`src/rtl/sparse_match_iter_if.sv`:
```
// Bus bundle for sparse_match_iter.
//   i_sta       : start pulse, samples i_act_flag / i_wei_flag
//   i_act_flag  : activation nonzero flags (bit i = channel i)
//   i_wei_flag  : weight nonzero flags (bit i = channel i)
//   i_rdy       : consumer ready for the current beat
//   o_val       : beat valid
//   o_ch        : channel of the current match
//   o_off_act   : activation address/offset of the current match
//   o_off_wei   : weight address/offset of the current match
//   o_last      : final match of the vector
//   o_cnt       : total match count of the loaded vector
//   o_empty     : one-cycle pulse, loaded vector has no matches
//   o_busy      : iterator is walking a vector
// master = producer/consumer side, slave = iterator.
interface sparse_match_iter_if #(
  parameter int unsigned DATA_WIDTH = 32
);
  localparam int unsigned AW = $clog2(DATA_WIDTH);
  localparam int unsigned CW = $clog2(DATA_WIDTH + 1);

  logic                  i_sta;
  logic [DATA_WIDTH-1:0] i_act_flag;
  logic [DATA_WIDTH-1:0] i_wei_flag;
  logic                  i_rdy;
  logic                  o_val;
  logic [AW-1:0]         o_ch;
  logic [AW-1:0]         o_off_act;
  logic [AW-1:0]         o_off_wei;
  logic                  o_last;
  logic [CW-1:0]         o_cnt;
  logic                  o_empty;
  logic                  o_busy;

  modport master (
    output i_sta, i_act_flag, i_wei_flag, i_rdy,
    input  o_val, o_ch, o_off_act, o_off_wei, o_last, o_cnt, o_empty, o_busy
  );

  modport slave (
    input  i_sta, i_act_flag, i_wei_flag, i_rdy,
    output o_val, o_ch, o_off_act, o_off_wei, o_last, o_cnt, o_empty, o_busy
  );
endinterface

```
`src/rtl/sparse_match_iter.sv`:
```
// Sparse match iterator: latches activation/weight nonzero flags on i_sta and
// walks the channels where both are set, LSB first, one beat per i_rdy.
// Offsets are absolute compressed addresses (REL_MODE=0) or skip counts
// since the previous match (REL_MODE=1).
// Ports:
//   clk    : clock, rising edge
//   rst_n  : asynchronous active-low reset
//   bus    : sparse_match_iter_if.slave (start/flags/ready in, beat out)
module sparse_match_iter #(
  parameter int unsigned DATA_WIDTH = 32,
  parameter int unsigned REL_MODE   = 0
) (
  input  logic                 clk,
  input  logic                 rst_n,
  sparse_match_iter_if.slave   bus
);
  localparam int unsigned AW = $clog2(DATA_WIDTH);
  localparam int unsigned CW = $clog2(DATA_WIDTH + 1);

  typedef enum logic {ST_IDLE = 1'b0, ST_RUN = 1'b1} state_t;

  // Index of the lowest set bit (0 when none).
  function automatic logic [AW-1:0] f_lowest(input logic [DATA_WIDTH-1:0] v);
    logic [AW-1:0] idx;
    idx = '0;
    for (int i = int'(DATA_WIDTH) - 1; i >= 0; i--) begin
      if (v[i]) idx = AW'(i);
    end
    return idx;
  endfunction

  // Count set bits strictly below hi, and strictly above lo when use_lo.
  function automatic logic [CW-1:0] f_count(input logic [DATA_WIDTH-1:0] v,
                                            input logic             use_lo,
                                            input logic [AW-1:0]    lo,
                                            input logic [AW-1:0]    hi);
    logic [CW-1:0] cnt;
    cnt = '0;
    for (int i = 0; i < int'(DATA_WIDTH); i++) begin
      if (v[i] && (i < int'(hi)) && (!use_lo || (i > int'(lo)))) cnt = cnt + CW'(1);
    end
    return cnt;
  endfunction

  state_t                r_state;
  logic [DATA_WIDTH-1:0] r_act;
  logic [DATA_WIDTH-1:0] r_wei;
  logic [DATA_WIDTH-1:0] r_rem;
  logic [AW-1:0]         r_prev;
  logic                  r_has_prev;

  logic                  r_val;
  logic [AW-1:0]         r_ch;
  logic [AW-1:0]         r_off_act;
  logic [AW-1:0]         r_off_wei;
  logic                  r_last;
  logic [CW-1:0]         r_cnt;
  logic                  r_empty;
  logic                  r_busy;

  state_t                w_state_n;
  logic [DATA_WIDTH-1:0] w_match;
  logic [DATA_WIDTH-1:0] w_act_n;
  logic [DATA_WIDTH-1:0] w_wei_n;
  logic [DATA_WIDTH-1:0] w_rem_n;
  logic [AW-1:0]         w_prev_n;
  logic                  w_has_prev_n;
  logic [AW-1:0]         w_ch_n;
  logic [AW-1:0]         w_off_act_n;
  logic [AW-1:0]         w_off_wei_n;
  logic                  w_last_n;
  logic [CW-1:0]         w_cnt_n;
  logic                  w_empty_n;
  logic                  w_use_prev;

  // Next state, then the beat that next state will present.
  always_comb begin
    w_match      = bus.i_act_flag & bus.i_wei_flag;
    w_act_n      = r_act;
    w_wei_n      = r_wei;
    w_rem_n      = r_rem;
    w_prev_n     = r_prev;
    w_has_prev_n = r_has_prev;
    w_cnt_n      = r_cnt;
    w_empty_n    = 1'b0;
    w_ch_n       = '0;
    w_off_act_n  = '0;
    w_off_wei_n  = '0;
    w_last_n     = 1'b0;
    w_use_prev   = 1'b0;

    if (bus.i_sta) begin
      // Start wins over the handshake, aborting any vector in flight.
      w_act_n      = bus.i_act_flag;
      w_wei_n      = bus.i_wei_flag;
      w_rem_n      = w_match;
      w_prev_n     = '0;
      w_has_prev_n = 1'b0;
      w_cnt_n      = CW'($countones(w_match));
      w_empty_n    = (w_match == '0);
    end else if ((r_state == ST_RUN) && bus.i_rdy) begin
      // Beat consumed: drop the lowest remaining bit, remember its channel.
      w_rem_n      = r_rem & (r_rem - DATA_WIDTH'(1));
      w_prev_n     = r_ch;
      w_has_prev_n = 1'b1;
    end

    w_state_n = (w_rem_n != '0) ? ST_RUN : ST_IDLE;

    if (w_state_n == ST_RUN) begin
      w_ch_n      = f_lowest(w_rem_n);
      w_use_prev  = (REL_MODE != 0) && w_has_prev_n;
      w_off_act_n = AW'(f_count(w_act_n, w_use_prev, w_prev_n, w_ch_n));
      w_off_wei_n = AW'(f_count(w_wei_n, w_use_prev, w_prev_n, w_ch_n));
      w_last_n    = ((w_rem_n & (w_rem_n - DATA_WIDTH'(1))) == '0);
    end
  end

  // State and registered outputs.
  always_ff @(posedge clk or negedge rst_n) begin
    if (!rst_n) begin
      r_state    <= ST_IDLE;
      r_act      <= '0;
      r_wei      <= '0;
      r_rem      <= '0;
      r_prev     <= '0;
      r_has_prev <= 1'b0;
      r_val      <= 1'b0;
      r_ch       <= '0;
      r_off_act  <= '0;
      r_off_wei  <= '0;
      r_last     <= 1'b0;
      r_cnt      <= '0;
      r_empty    <= 1'b0;
      r_busy     <= 1'b0;
    end else begin
      r_state    <= w_state_n;
      r_act      <= w_act_n;
      r_wei      <= w_wei_n;
      r_rem      <= w_rem_n;
      r_prev     <= w_prev_n;
      r_has_prev <= w_has_prev_n;
      r_val      <= (w_state_n == ST_RUN);
      r_ch       <= w_ch_n;
      r_off_act  <= w_off_act_n;
      r_off_wei  <= w_off_wei_n;
      r_last     <= w_last_n;
      r_cnt      <= w_cnt_n;
      r_empty    <= w_empty_n;
      r_busy     <= (w_state_n == ST_RUN);
    end
  end

  assign bus.o_val     = r_val;
  assign bus.o_ch      = r_ch;
  assign bus.o_off_act = r_off_act;
  assign bus.o_off_wei = r_off_wei;
  assign bus.o_last    = r_last;
  assign bus.o_cnt     = r_cnt;
  assign bus.o_empty   = r_empty;
  assign bus.o_busy    = r_busy;
endmodule

```
`src/flat_wrapper.sv`:
```
// flat-port wrapper written by rule: the top's interface ports become plain ports
module sparse_match_iter_flat 
#(
  parameter int unsigned DATA_WIDTH = 32,
  parameter int unsigned REL_MODE   = 0
)
  (clk, rst_n, bus_i_sta, bus_i_act_flag, bus_i_wei_flag, bus_i_rdy, bus_o_val, bus_o_ch, bus_o_off_act, bus_o_off_wei, bus_o_last, bus_o_cnt, bus_o_empty, bus_o_busy);
  sparse_match_iter_if #(.DATA_WIDTH(DATA_WIDTH)) bus_i ();
  input  logic clk;
  input  logic rst_n;
  input wire logic [$bits(bus_i.i_sta)-1:0] bus_i_sta;
  input wire logic [$bits(bus_i.i_act_flag)-1:0] bus_i_act_flag;
  input wire logic [$bits(bus_i.i_wei_flag)-1:0] bus_i_wei_flag;
  input wire logic [$bits(bus_i.i_rdy)-1:0] bus_i_rdy;
  output wire logic [$bits(bus_i.o_val)-1:0] bus_o_val;
  output wire logic [$bits(bus_i.o_ch)-1:0] bus_o_ch;
  output wire logic [$bits(bus_i.o_off_act)-1:0] bus_o_off_act;
  output wire logic [$bits(bus_i.o_off_wei)-1:0] bus_o_off_wei;
  output wire logic [$bits(bus_i.o_last)-1:0] bus_o_last;
  output wire logic [$bits(bus_i.o_cnt)-1:0] bus_o_cnt;
  output wire logic [$bits(bus_i.o_empty)-1:0] bus_o_empty;
  output wire logic [$bits(bus_i.o_busy)-1:0] bus_o_busy;
  assign bus_i.i_sta = bus_i_sta;
  assign bus_i.i_act_flag = bus_i_act_flag;
  assign bus_i.i_wei_flag = bus_i_wei_flag;
  assign bus_i.i_rdy = bus_i_rdy;
  assign bus_o_val = bus_i.o_val;
  assign bus_o_ch = bus_i.o_ch;
  assign bus_o_off_act = bus_i.o_off_act;
  assign bus_o_off_wei = bus_i.o_off_wei;
  assign bus_o_last = bus_i.o_last;
  assign bus_o_cnt = bus_i.o_cnt;
  assign bus_o_empty = bus_i.o_empty;
  assign bus_o_busy = bus_i.o_busy;
  sparse_match_iter #(.DATA_WIDTH(DATA_WIDTH), .REL_MODE(REL_MODE)) u_core (.clk(clk), .rst_n(rst_n), .bus(bus_i));
endmodule
```
`config.mk`:
```
export PLATFORM = sky130hd
export DESIGN_NAME = sparse_match_iter_flat
export DESIGN_NICKNAME = d
export VERILOG_FILES = /design/src/rtl/sparse_match_iter_if.sv /design/src/rtl/sparse_match_iter.sv /design/src/flat_wrapper.sv
export SDC_FILE = /design/constraint.sdc
export NUM_CORES = 1
export LEC_CHECK = 0
export CAP_MARGIN = 20
export CORE_UTILIZATION = 52
export DETAILED_ROUTE_END_ITERATION = 6
export PLACE_DENSITY = 0.73
export SYNTH_ARGS = -nofsm -noshare
export SYNTH_HDL_FRONTEND = slang
export SYNTH_SLANG_ARGS = --single-unit
```
`constraint.sdc`:
```
create_clock -name clk -period 16 [get_ports clk]
set_clock_uncertainty 0.15 [all_clocks]
set_input_delay 3.2 -clock clk [delete_from_list [all_inputs] [get_ports clk]]
set_output_delay 3.2 -clock clk [all_outputs]
set_load 0.01 [all_outputs]
```
==> results of run 1 <==
[cell families after synthesis]
kind of cell	after synthesis	share of synthesized area
buf+inv	206	0.04935
flops	118	0.1826
fa+ha+maj	132	0.1139
mux	104	0.06970
compound gates	464	0.1980
xor+xnor	260	0.1772
simple gates	678	0.2093
[worst paths after layout]
| kind | from | end | slack (ns) | depth (start not counted) |
|---|---|---|---|---|
| max in group asynchronous | rst_n | u_core.r_rem[27]$_DFF_PN0_ | 11.58 | 2 |
| min in group asynchronous | rst_n | u_core.bus.o_off_wei[3]$_DFF_PN0_ | 2.72 | 1 |
| setup reg to reg | u_core.r_rem[13]$_DFF_PN0_ | u_core.bus.o_off_wei[4]$_DFF_PN0_ | -0.66 | 89 |
| setup / recovery | bus_i_sta | u_core.bus.o_off_wei[4]$_DFF_PN0_ | -2.88 | 90 |
| hold / removal | u_core.r_act[18]$_DFF_PN0_ | u_core.r_act[18]$_DFF_PN0_ | 0.34 | 1 |
| hold reg to reg | u_core.r_act[18]$_DFF_PN0_ | u_core.r_act[18]$_DFF_PN0_ | 0.34 | 1 |
[area by class of cell]
class                           instances  area (µm²)
Inverter                              141       535.5
Clock inverter                         12       200.2
Timing Repair Buffer                  719        5690
Multi-Input combinational cell       1638       13550
Sequential cell                       118        2953
Fill cell                            2063        6710
Tap cell                              396       495.5
Clock buffer                           20       456.7
[stage by stage]
stage               instance area, µm²  TNS, ns  worst slack (ns)  utilization  std cells
global route                     23880   -26.35            -3.517       0.7806       3044
CTS                              23490   -17.58            -2.423       0.7680       3027
global placement                 21750   -24.49            -3.496       0.7111       2934
floorplan                        16540   -18.07            -2.449            -       1962
finish                           23880   -21.08            -2.876       0.7806       3044
detailed placement               21750   -27.37            -3.786       0.7111       2934
[synth_stat cells, types with 21 or more instances]
cell type and number:
mux2i_1 37, xnor2_1 165, nand4_1 26, clkbuf_1 47
a31oi_1 32, ha_1 104, and3_1 29, fa_1 26
nor2_1 136, dfrtp_1 118, nand2_1 211, nand3_1 63
mux2_2 66, o31ai_1 21, nor4_1 23, o21ai_0 94
a21oi_1 105, nor3_1 45, inv_1 132, xor2_1 47
and2_1 40
[registers in the layout (all words and copies together), names as in the netlist]
name                  count
u_core.bus.o_ch           5
u_core.r_act             31
u_core.bus.o_off_act      5
u_core.bus.o_last         1
u_core.bus.o_off_wei      5
u_core.bus.o_cnt          6
u_core.bus.o_empty        1
u_core.r_rem             32
u_core.r_state            1
u_core.r_wei             31
[timing repair]
| action | 4_1_cts | 5_1_grt |
|---|---|---|
| buffers inserted | 62 | 18 |
| hold endpoints to repair | 0 | 0 |
| resized for setup | 128 | 49 |
| pin swaps | 109 | 35 |
| endpoints found under the setup margin | 8 | 8 |
[per-layer routing]
layer / routed length [µm] / share of wire / track usage
met4: 3380 / 0.055 / 0.2016
met1: 24660 / 0.40 / 0.4588
met2: 28710 / 0.47 / 0.6235
met5: 0 / 0 / 0
met3: 4338 / 0.071 / 0.06458
[critical path: cells and delay by family]
family	cells	cell delay (ns)
AOI/OAI and AO/OA	27	4.36
adders and majority gates	13	3.76
and+or+nand+nor	20	3.15
xor gates and xnor gates	14	2.24
buffers and inverters	10	1.14
muxes	6	1.13
[report_power, final]
part           internal (mW)  switching (mW)
Combinational           2.20            2.01
Clock                  0.284           0.157
Sequential             0.341          0.0155
==> impl_metrics.toml, run 1 <==
[clocking]
cts_tree = "built"
root_buffer = "clkbuf_16"
clk_latency_ns = 0.44
ctsLongestPathBuffers = 2
numCtsBuffers = 17
hold_buffers = 0
cts_sinks = 118
clk_pin_slew_ns = 0.06
htreeDepth = 4

[yosys]
synth_cell_type_count = 109
ys_seq_elements = 118
synth.top_cell.area_share = 0.1826
synth_warnings = 0
synth-edff-count = 0
synthArstFlopShare = 1.000
avgSynthCellArea_um2 = 8.244
yosysSeqAreaShare = 0.1826
syn-cell-area_um2 = 16170
synth_area_leaders = "dfrtp_1, xnor2_1, ha_1"
synthFlopType = "dfrtp_1"
synthCells = 1962
syn_nets = 2160
yosys.area.top_type = "dfrtp_1"

[sta]
slew_violations = 0
slew_headroom = 0.4235
rsz0062_at_grt = "true"
final-hold-violation-count = 0
fin_crit_sh = 1.180
hold_ws_ns = 0.3434
fin_crit_ns = 18.88
setup_viol = 8
tightestPinTransition_ns = 0.8630
layout_setup_ws_ns = -2.876
fmax_mhz = 52.98

[floorplan]
fp.dieW_um = 178.4
die_h_um = 178.4
dieArea_um2 = 31810
num_rows = 64
core-area_um2 = 30590
initial_core_util = 0.5288
ios = 93

[grt]
globalRouteTotalUtil = 0.3744
antenna_found_initial = 0
overflow = 0
grt_pass1_vias = 18220
grt_max_degree = 61
grt_pass1_wl_mm = 93.05

[place]
gp_congestion = 1.035
dpl.hpwl_mm = 45.13
io_buffers = 92

[layout]
final_cell_mix = "buf_4, nand2_1, xnor2_1"
final_common_cell = "buf_4"
num_antenna_cells = 0
nets = 2833
area_growth_pct = 47.64
drive_above_1_share = 0.3678

[drt]
dr_total_vias = 18360
wire_per_inst_um = 20.07
post-route-drc-count = 0
drtAntennaViolNets = 0
wl_mm = 61.09
viasPerCell = 6.031
drt_first_pass_iters = 7
initialDrtViolationCount = 1763

[power]
power_density_nw_per_um2 = 209.5
vdd_drop_max_mv = 0.1767
total_power_mw = 5.003
p_leak_nw = 10.92

[critical_path]
start_kind = "input port"
crit_required_ns = 16.17
worstSetupPathType = "in -> reg"
arrival_ns = 19.04
crit_slowest_cell = "or4_4"
cpMostUsedCell = "ha_1"
worstPathMaxFanout = 4
crit_path_end_kind = "flop"
critPathMaxStageDelay_ns = 0.49

[run]
maxCapViolCount = 0

[run_status]
violations = "negative setup slack"
status = "finished, violations left"

[min_path]
hp-class = "reg -> reg"
(Power assumes the default switching activity.)
==> run 2, diff against run 1 <==
--- a/config.mk
+++ b/config.mk
@@ -8,6 +8,7 @@
 export CAP_MARGIN = 20
 export CORE_UTILIZATION = 52
 export DETAILED_ROUTE_END_ITERATION = 6
+export GPL_ROUTABILITY_DRIVEN = 1
 export PLACE_DENSITY = 0.73
 export SYNTH_ARGS = -nofsm -noshare
 export SYNTH_HDL_FRONTEND = slang
==> results of run 2 <==
No change in the layout: final DEF, timing and power equal those of run 1.
